File: config.mk
export PLATFORM = sky130hd
export DESIGN_NAME = drum_sequencer
export DESIGN_NICKNAME = d
export VERILOG_FILES = /design/src/rtl/drum_sequencer.sv
export SDC_FILE = /design/constraint.sdc
export NUM_CORES = 1
export LEC_CHECK = 0
export BUFFER_PORTS_ARGS = -buffer_cell sky130_fd_sc_hd__buf_2
export CORE_UTILIZATION = 45
export CTS_CLUSTER_DIAMETER = 50
export DETAILED_ROUTE_END_ITERATION = 12
export GPL_TIMING_DRIVEN = 0
export PLACE_DENSITY_LB_ADDON = 0.1
export SETUP_SLACK_MARGIN = 0.5
export SLEW_MARGIN = 20
export SYNTH_ARGS = -nofsm -noshare
export SYNTH_HDL_FRONTEND = slang
export SYNTH_SLANG_ARGS = --single-unit
File: constraint.sdc
create_clock -name clk -period 2.4 [get_ports clk]
set_input_delay 0.24 -clock clk [delete_from_list [all_inputs] [get_ports clk]]
set_output_delay 0.24 -clock clk [all_outputs]
set_load 0.01 [all_outputs]
File: src/rtl/drum_sequencer.sv
// Three-voice, 16-step drum pattern sequencer: synchronized pattern editing,
// start/stop playback and one-cycle trigger pulses per voice.
module drum_sequencer #(
  parameter int STEP_TICKS = 6_250_000
) (
  input  logic        clk,
  input  logic        rst,
  input  logic        drum,
  input  logic [3:0]  KEY,
  input  logic [5:0]  SW,
  output logic        kick_trig,
  output logic        snare_trig,
  output logic        hat_trig,
  output logic [3:0]  step,
  output logic        playing,
  output logic [15:0] step_leds
);

  localparam int CNT_W = $clog2(STEP_TICKS);
  localparam logic [CNT_W-1:0] CNT_LAST = CNT_W'(STEP_TICKS - 1);

  // Press pulse bit positions: KEY[0] toggle, KEY[1] run/stop, KEY[3] clear.
  localparam int P_TOG = 0;
  localparam int P_RUN = 1;
  localparam int P_CLR = 2;

  typedef enum logic [1:0] {
    ST_IDLE,
    ST_STOPPED,
    ST_PLAYING
  } state_e;

  logic [2:0]        key_s1_q, key_s2_q, key_d1_q, press_q;
  logic [5:0]        sw_s1_q, sw_s2_q;
  state_e            state_q, state_d;
  logic [3:0]        step_q, step_d;
  logic [CNT_W-1:0]  cnt_q, cnt_d;
  logic [2:0][15:0]  rows_q, rows_d;
  logic [2:0]        trig_q, trig_d;
  logic [15:0]       leds_q, leds_d;
  logic              playing_q, playing_d;
  logic [1:0]        voice;
  logic [3:0]        cursor;

  // KEY[2] is owned by the mode selector.
  logic unused_key2;
  assign unused_key2 = KEY[2];

  function automatic logic [15:0] row_of(input logic [2:0][15:0] rows, input logic [1:0] v);
    case (v)
      2'd0:    return rows[0];
      2'd1:    return rows[1];
      2'd2:    return rows[2];
      default: return 16'h0000;
    endcase
  endfunction

  function automatic logic [2:0] step_bits(input logic [2:0][15:0] rows, input logic [3:0] s);
    return {rows[2][s], rows[1][s], rows[0][s]};
  endfunction

  assign voice  = sw_s2_q[5:4];
  assign cursor = sw_s2_q[3:0];

  always_comb begin
    state_d = state_q;
    step_d  = step_q;
    cnt_d   = cnt_q;
    rows_d  = rows_q;
    trig_d  = 3'b000;

    case (state_q)
      ST_IDLE: begin
        if (drum) state_d = ST_STOPPED;
      end
      ST_STOPPED: begin
        if (press_q[P_RUN]) begin
          state_d = ST_PLAYING;
          step_d  = 4'd0;
          cnt_d   = '0;
          trig_d  = step_bits(rows_q, 4'd0);
        end
      end
      ST_PLAYING: begin
        if (press_q[P_RUN]) begin
          state_d = ST_STOPPED;
          step_d  = 4'd0;
          cnt_d   = '0;
        end else if (cnt_q == CNT_LAST) begin
          cnt_d  = '0;
          step_d = step_q + 4'd1;
          // Triggers read the rows as they stood before any same-cycle edit.
          trig_d = step_bits(rows_q, step_q + 4'd1);
        end else begin
          cnt_d = cnt_q + CNT_W'(1);
        end
      end
      default: state_d = ST_IDLE;
    endcase

    if (!drum) begin
      state_d = ST_IDLE;
      step_d  = 4'd0;
      cnt_d   = '0;
      trig_d  = 3'b000;
    end

    if (state_q != ST_IDLE) begin
      for (int v = 0; v < 3; v++) begin
        if (voice == 2'(v)) begin
          if (press_q[P_CLR])      rows_d[v] = 16'h0000;
          else if (press_q[P_TOG]) rows_d[v][cursor] = ~rows_q[v][cursor];
        end
      end
    end

    leds_d    = row_of(rows_d, voice);
    playing_d = (state_d == ST_PLAYING);
  end

  always_ff @(posedge clk or negedge rst) begin
    if (!rst) begin
      key_s1_q  <= 3'b111;
      key_s2_q  <= 3'b111;
      key_d1_q  <= 3'b111;
      press_q   <= 3'b000;
      sw_s1_q   <= 6'd0;
      sw_s2_q   <= 6'd0;
      state_q   <= ST_IDLE;
      step_q    <= 4'd0;
      cnt_q     <= '0;
      rows_q    <= '0;
      trig_q    <= 3'b000;
      leds_q    <= 16'h0000;
      playing_q <= 1'b0;
    end else begin
      key_s1_q  <= {KEY[3], KEY[1], KEY[0]};
      key_s2_q  <= key_s1_q;
      key_d1_q  <= key_s2_q;
      press_q   <= key_d1_q & ~key_s2_q;
      sw_s1_q   <= SW;
      sw_s2_q   <= sw_s1_q;
      state_q   <= state_d;
      step_q    <= step_d;
      cnt_q     <= cnt_d;
      rows_q    <= rows_d;
      trig_q    <= trig_d;
      leds_q    <= leds_d;
      playing_q <= playing_d;
    end
  end

  assign kick_trig  = trig_q[0];
  assign snare_trig = trig_q[1];
  assign hat_trig   = trig_q[2];
  assign step       = step_q;
  assign playing    = playing_q;
  assign step_leds  = leds_q;

endmodule

==> metrics.md, run 1 <==
| Metric | Value |
|---|---|
| TritonCTS Buffers | `17` |
| Register area share after synthesis | `44.1%` |
| Net Count, Synth | `725` |
| WP depth | `7` |
| Post-route cell area | `10200 um2` |
| Synth warn | `0` |
| Hold path start | `drum` |
| CTS tree | `built` |
| Total number of vias | `6887` |
| Rows | `44` |
| Startpoint class of the critical path | `register` |
| CTS Buffer Depth | `2` |
| Power share of the clock group | `44.8%` |
| Synth Cell Area | `6890 um2` |
| Top cells by area, synth | `dfrtp_1 (41%), mux4_2 (4.6%), mux2i_1 (4.5%)` |
| Unique masters post-synth | `86` |
| # H-tree levels | `4` |
| Die area | `15800 um2` |
| Port Buf Inserts | `34` |
| Gate Count Post-Synth | `706` |
| Achievable frequency | `455 MHz` |
| Clock Latency Late Sink | `0.44 ns` |
| Critical Path Fanout Max | `8` |
| Crit. Startpoint | `state_q[0]` |
| Slowest stage delay, CP | `0.43 ns` |
| Critical Path Sink Type | `register` |
| Post-DR wirelength/cell | `23.7 um` |
| GRT overflow | `0` |
| Crit Reg-Reg Startpoint | `state_q[0]` |
| Final Critical Period | `2.20 ns` |
| Flops & latches, synth | `121` |
| Total track usage | `31.8%` |
| Setup TNS | `0 ns` |
| R2r endpoint | `step_leds[2]` |
| CP Buf/Inv Count | `3` |
| Core ar. | `14800 um2` |
| Crit path DAT | `2.50 ns` |
| Peak VDD IR | `0.549 mV` |
| Post-route ant nets | `0` |
| # IOs | `37` |
| Largest net degree at the start of global routing | `69` |
| Hold Crit Class | `in2reg` |
| Clock sink total | `121` |
| Starting Density | `46.7%` |
| HPWL reported at the end of detailed placement | `16200 um` |
| Syn Area/Cell | `9.76 um2` |
| Fin. max-slew vios | `0` |
| EDFF count, synth | `0` |
| Flop-to-flop setup slack | `0.20 ns` |
| Router iterations before antenna repair | `5` |
| Post-Synth Simple-Gate Area | `19.6%` |
| DR DRC count | `0` |
| Max_cap viols | `0` |
| First-pass GRT wire length | `37200 um` |
| Logic gate share of total power | `16.0%` |
| Die width | `126 um` |
| Sw frac | `30.2%` |
| Worst-Margin Slew | `0.677 ns` |
| Final hold viol count | `0` |
| Main combinational cell family by area after synthesis | `simple AND/OR/NAND/NOR gates` |
| Adder-cell area share of the yosys netlist | `1.09%` |
| Static Leak | `4.23 nW` |
| Routability cong. | `0.981` |
| Status | `finished, final reports clean` |
| Share of cells above drive strength 1 | `45.7%` |
| Critical path class | `reg2reg` |
| Crit-path leading delay family | `compound AO/OA/AOI/OAI gates` |
| Sw power | `1.69 mW` |
| RSZ-0062 raised after global routing | `true` |
| P per Cell Area | `550 nW/um2` |
| Synth top area share | `40.7%` |
| Routed wire length | `25400 um` |
| CP endpoint | `step_leds[2]` |
| Worst Skew | `0.00861 ns` |
| Via/cell ratio | `6.43` |
| Mux cell area share after synthesis | `10.1%` |
| Number of global-route vias before repair | `6533` |
| Overall die height | `126 um` |
| Area after DPL | `7450 um2` |
| Most area-hungry cell type in the Yosys netlist | `dfrtp_1` |
| Antenna violations before repair | `0` |
| Most used DFF post-synth | `dfrtp_1` |
| CP max stage cell | `or3b_4` |
| Final setup violation count | `0` |
| Drt initial violations | `631` |
| Nets | `893` |
| CP cell instances | `inv_2 -> ha_4 -> buf_8 -> or3b_4 -> clkbuf_16 -> a221o_1 -> a211o_1` |
| Antenna Cells | `0` |
| Area growth from synthesis to layout | `47.6%` |
| Sequential Power Share | `39.3%` |
| Crit path required time | `2.70 ns` |
| Internal power | `3.91 mW` |
| Crit share post-route | `91.6%` |
| XOR/XNOR Fraction of Synth Area | `2.41%` |
| Asr flop ratio synth | `100%` |
| Worst slew margin | `54.7%` |
| R2R cell count | `7` |
| Worst-path clk slew | `0.06 ns` |
| Post-synthesis compound-gate area fraction | `18.4%` |
| CTS root buffer | `clkbuf_16` |
[layer usage]
layer  vias to the layer above  routed length (um)  global-route usage, %  part of all wire [%]
met5                         -                   0                      0                     0
met4                         0                1250                   16.8                   4.9
met3                       105                2530                   9.94                    10
met2                       433               11600                   47.7                    46
met1                      3399               10000                   41.3                    40
li1                       2950                   -                      -                     -
[logic make-up after synthesis]
group           after synthesis
mux                          51
simple gates                267
fa+ha+maj                     6
xor+xnor                     19
flops                       121
buf+inv                      61
compound gates              181
[flip-flops by register name, indices dropped and copies added, names as in the netlist]
signal     flops
playing        1
key_d1_q       3
step_leds     16
key_s2_q       3
step           4
rows_q        48
press_q        3
cnt_q         23
key_s1_q       3
state_q        2
sw_s2_q        6
trig_q         3
sw_s1_q        6
[cell usage in the layout (no fill, tap or decap), types with 9 or more instances in the layout]
| cell type | n |
|---|---|
| xnor2_1 | 15 |
| nor2_4 | 21 |
| dfstp_2 | 9 |
| nor2_1 | 42 |
| buf_12 | 12 |
| dfrtp_1 | 107 |
| mux2i_1 | 24 |
| buf_2 | 37 |
| nor2_2 | 14 |
| o21ai_1 | 24 |
| o21ai_0 | 17 |
| nand2_1 | 62 |
| buf_4 | 72 |
| nor3_1 | 14 |
| a21oi_1 | 18 |
| mux4_2 | 14 |
| clkbuf_2 | 12 |
| dlygate4sd3_1 | 10 |
| inv_1 | 16 |
| a22oi_2 | 10 |
| clkbuf_16 | 20 |
| buf_6 | 31 |
| a31oi_1 | 13 |
| nand3_1 | 15 |
[layout make-up]
cell class | instances | area, um2
Buffer | 42 | 405
Multi-Input combinational cell | 525 | 4520
Tap cell | 184 | 230
Fill cell | 1103 | 4580
Timing Repair Buffer | 148 | 1330
Sequential cell | 121 | 3050
Clock buffer | 17 | 425
Clock inverter | 15 | 151
Inverter | 19 | 72.6
[per-stage QoR]
| step | instances | total power [mW] | hold WS, ns | setup WS, ns | utilization (%) |
|---|---|---|---|---|---|
| after floorplan | 706 | 2.56 | -0.0556 | 0.427 | - |
| after global placement | 924 | 2.77 | 0.332 | -0.605 | 50.3 |
| after detailed placement | 925 | 2.78 | 0.237 | -0.101 | 50.5 |
| after CTS | 1030 | 5.48 | 0.240 | 0.295 | 63.1 |
| after global routing | 1071 | 5.78 | 0.296 | 0.189 | 69.0 |
| final | 1071 | 5.60 | 0.263 | 0.202 | 69.0 |
[how the worst min path moves through the flow]
stage            endpoint  slack (ns)  cells after the start
6_report       state_q[0]        0.26                      2
5_1_grt        state_q[0]        0.30                      2
4_1_cts        state_q[0]        0.24                      2
3_5_place_dp   rows_q[33]        0.24                      1
3_3_place_gp   sw_s2_q[2]        0.33                      0
2_1_floorplan    cnt_q[0]       -0.06                      0
[power groups by stage]
stage / sequential [mW] / clock [mW] / combinational (mW)
CTS: 2.19 / 2.53 / 0.752
floorplan: 2.21 / 0 / 0.346
detailed placement: 2.22 / 0 / 0.560
finish: 2.20 / 2.50 / 0.893
global placement: 2.22 / 0 / 0.550
global route: 2.20 / 2.64 / 0.937
[timing repair]
item	in CTS	in global routing
resized for setup	180	128
pin swaps	44	52
hold endpoints to repair	58	0
cloned	3	2
hold buffers	10	0
setup buffers	60	39
setup endpoints to repair	85	88
[cells in the mapped netlist (7+ instances only)]
library cell,n
inv_1,18
o221ai_1,7
dfstp_2,9
a22oi_2,8
a211oi_1,8
nor2_1,76
nor2b_1,11
clkbuf_1,22
mux4_2,14
nor3_1,24
and2_1,8
mux2i_1,31
a21oi_1,26
nand3_1,16
xnor2_1,18
nand2_1,70
o21ai_0,44
buf_2,9
a31oi_1,14
dfrtp_1,112
(Power assumes the default switching activity.)
==> inputs of run 2 (changes only) <==
--- a/config.mk
+++ b/config.mk
@@ -5,8 +5,9 @@
 export SDC_FILE = /design/constraint.sdc
 export NUM_CORES = 1
 export LEC_CHECK = 0
+export ABC_AREA = 1
 export BUFFER_PORTS_ARGS = -buffer_cell sky130_fd_sc_hd__buf_2
-export CORE_UTILIZATION = 45
+export CORE_UTILIZATION = 30
 export CTS_CLUSTER_DIAMETER = 50
 export DETAILED_ROUTE_END_ITERATION = 12
 export GPL_TIMING_DRIVEN = 0
==> run 2 against run 1 <==
Compared with the run above: count of clock-buffer cells in the layout rose by 2; final cell count is 29% higher; clock skew rose by 0.0027 ns; register-to-register slack improved by 0.34 ns; clock power up 9.6%; sequential cell count is the same; synthesized area grew 2.8%; highest routed layer unchanged.
==> metrics.md, run 2 <==
| Metric | Value |
|---|---|
| Pre-CTS setup slack | `0.0771 ns` |
| Status | `finished, final reports clean` |
| Drt initial violations | `371` |
| Overall die height | `156 um` |
| Storage element area | `3040 um2` |
| # H-tree levels | `4` |
| Sequential Power Share | `39.6%` |
| CP Buf/Inv Count | `2` |
| RSZ-0062 raised after global routing | `true` |
| Asr flop ratio synth | `100%` |
| CTS tree | `built` |
| Fin worst setup slack | `0.544 ns` |
| CP max stage cell | `dfrtp_1` |
| Critical path class | `reg2reg` |
| EDFF count, synth | `0` |
| HPWL reported at the end of detailed placement | `17500 um` |
| Crit share post-route | `77.3%` |
| Most used DFF post-synth | `dfrtp_1` |
| Overall power | `5.55 mW` |
| Unique masters post-synth | `39` |
| Routability cong. | `0.876` |
| Total number of vias | `6483` |
| Hold_ws | `0.192 ns` |
| Max reg flops | `48` |
| Router iterations before antenna repair | `7` |
| Internal power | `4.06 mW` |
| Most area-hungry cell type in the Yosys netlist | `dfrtp_1` |
| Hold path start | `drum` |
| Worst Skew | `0.0114 ns` |
| Antenna violations before repair | `0` |
| DR DRC count | `0` |
| Synth top area share | `39.6%` |
| Clock Latency Late Sink | `0.43 ns` |
| GRT overflow | `0` |
| # IOs | `37` |
| Syn Area/Cell | `7.37 um2` |
| Worst slew margin | `45.2%` |
| Core ar. | `22900 um2` |
| Crit-path leading delay family | `simple AND/OR/NAND/NOR gates` |
| Sw frac | `26.9%` |
| Crit path required time | `2.75 ns` |
| Count leader, synth | `nand2_1` |
| Area after DPL | `7690 um2` |
| Commonest non-fill, non-tap cell in the layout | `nand2_1` |
| Largest register by flop count | `rows_q` |
| Final Critical Period | `1.86 ns` |
| WP depth | `8` |
| First-pass GRT wire length | `36300 um` |
| Port Buf Inserts | `35` |
| Crit Reg-Reg Startpoint | `sw_s2_q[0]` |
| Sw power | `1.49 mW` |
| CTS Buffer Depth | `2` |
| Crit path DAT | `2.21 ns` |
| Starting Density | `30.9%` |
| Worst Hold Path Cells | `3` |
| Logic gate share of total power | `11.0%` |
| Peak VDD IR | `0.263 mV` |
| Hold Crit Class | `in2reg` |
| CP cell instances | `buf_8 -> buf_8 -> nand3_2 -> nor2_4 -> nand2_1 -> a21oi_2 -> nand3_4 -> nand3_4` |
| Routed wire length | `23900 um` |
| Commonest cells in the netlist | `nand2_1 (238), inv_1 (125), dfrtp_1 (112)` |
| TritonCTS Buffers | `17` |
| Slowest stage delay, CP | `0.38 ns` |
| Critical Path Fanout Max | `10` |
| Multi-input gate area in the final layout | `3890 um2` |
| Top cells by area, synth | `dfrtp_1 (40%), nand2_1 (13%), nand3_1 (7.3%)` |
| Worst-Margin Slew | `0.822 ns` |
| Area growth from synthesis to layout | `32.1%` |
| Final setup violation count | `0` |
| FILL cells | `2381` |
| Most frequent cells in the layout | `nand2_1 (218), inv_1 (113), dfrtp_1 (109), nor2_1 (77), nand3_1 (75)` |
| Max_cap viols | `0` |
| Largest net degree at the start of global routing | `73` |
| Rows | `55` |
| Power share of the clock group | `49.3%` |
| Number of global-route vias before repair | `6281` |
| Worst-path clk slew | `0.06 ns` |
| Register area share after synthesis | `42.9%` |
| Achievable frequency | `539 MHz` |
| Flop-to-flop setup slack | `0.54 ns` |
| Synth Cell Area | `7090 um2` |
| Nets | `1072` |
| R2r endpoint | `step_leds[11]` |
| Total track usage | `20.4%` |
| Critical Path Sink Type | `register` |
| CTS root buffer | `clkbuf_16` |
| Die width | `156 um` |
| Clock sink total | `121` |
| Hold path endpoint | `state_q[1]` |
| Static Leak | `4.54 nW` |
| Die area | `24200 um2` |
| Via/cell ratio | `4.70` |
| Antenna Cells | `0` |
| Startpoint class of the critical path | `register` |
| Synth warn | `0` |
| Share of cells above drive strength 1 | `25.8%` |
| P per Cell Area | `593 nW/um2` |
| Fin. max-slew vios | `0` |
| Post-route cell area | `9360 um2` |
| Flops & latches, synth | `121` |
| R2R cell count | `8` |
| Post-DR wirelength/cell | `17.3 um` |
| Post-route ant nets | `0` |
| Final hold viol count | `0` |
| Net Count, Synth | `980` |
| Gate Count Post-Synth | `961` |
[run 2: cell types whose count changed in the layout (fill, tap and decap cells not counted), moves of 20 or more]
cell / before / now
buf_6: 31 / 11
nand2_1: 62 / 218
mux2i_1: 24 / 0
nor2_1: 42 / 77
o21ai_0: 17 / 48
buf_4: 72 / 24
nand3_2: 1 / 22
nand3_1: 15 / 75
a21oi_1: 18 / 53
inv_1: 16 / 113
[run 2: what timing repair did]
action | 4_1_cts | 5_1_grt
pin swaps | 2 | 25
hold endpoints to repair | 55 | 0
buffers inserted | 2 | 21
gates cloned | 0 | 4
setup endpoints to repair | 50 | 77
hold buffers | 10 | 0
resized for setup | 41 | 148
[run 2: how the worst max path moves through the flow]
stage                    start            end  slack, ns
global placement           rst     sw_s1_q[4]      -0.73
detailed placement     step[0]      trig_q[0]       0.08
CTS                 sw_s2_q[1]   step_leds[0]       0.43
floorplan              step[0]      trig_q[2]       0.71
global route        sw_s2_q[1]     rows_q[41]       0.46
finish              sw_s2_q[0]  step_leds[11]       0.54
[run 2: layer usage]
metal | vias up | GRT usage (%) | share of wire, %
met4 | 0 | 5.84 | 1.8
li1 | 3248 | - | -
met3 | 25 | 3.31 | 3.6
met2 | 114 | 33.4 | 48
met5 | - | 0 | 0
met1 | 3096 | 27.6 | 47
[run 2: per-stage QoR]
step	TNS (ns)	cells	utilization (%)
after floorplan	0	961	-
after global placement	-80.98	1309	33.4
after detailed placement	0	1310	33.6
after CTS	0	1354	37.5
after global routing	0	1379	40.8
final	0	1379	40.8
[run 2: layout make-up]
cell class | instances | share of cell area [%]
Buffer | 33 | 3.37
Timing Repair Buffer | 72 | 6.04
Timing Repair inverter | 1 | 0.0936
Clock buffer | 19 | 4.84
Multi-Input combinational cell | 674 | 41.6
Clock inverter | 13 | 1.76
Inverter | 133 | 5.62
Sequential cell | 121 | 32.5
Tap cell | 313 | 4.19
[run 2: cells by family after synthesis]
logic type               after synthesis  synth area share [%]
AND/OR/NAND/NOR                      501                  31.4
XOR/XNOR                               7                 0.865
buffers and inverters                166                  10.6
AO/OA/AOI/OAI                        160                  13.2
flip-flops                           121                  42.9
adder cells (fa/ha/maj)                6                  1.06
[run 2: tightest hold or removal path: cells and delay by family]
| kind | cells | cell delay [ns] |
|---|---|---|
| buffers and inverters | 2 | 0.26 |
| and+or+nand+nor | 1 | 0.08 |
[run 2: power groups by stage]
| stage | clock (mW) | sequential, mW | combinational [mW] |
|---|---|---|---|
| final | 2.74 | 2.20 | 0.613 |
| after floorplan | 0 | 2.21 | 0.295 |
| after detailed placement | 0 | 2.23 | 0.492 |
| after CTS | 2.80 | 2.19 | 0.520 |
| after global routing | 2.88 | 2.21 | 0.674 |
| after global placement | 0 | 2.23 | 0.487 |
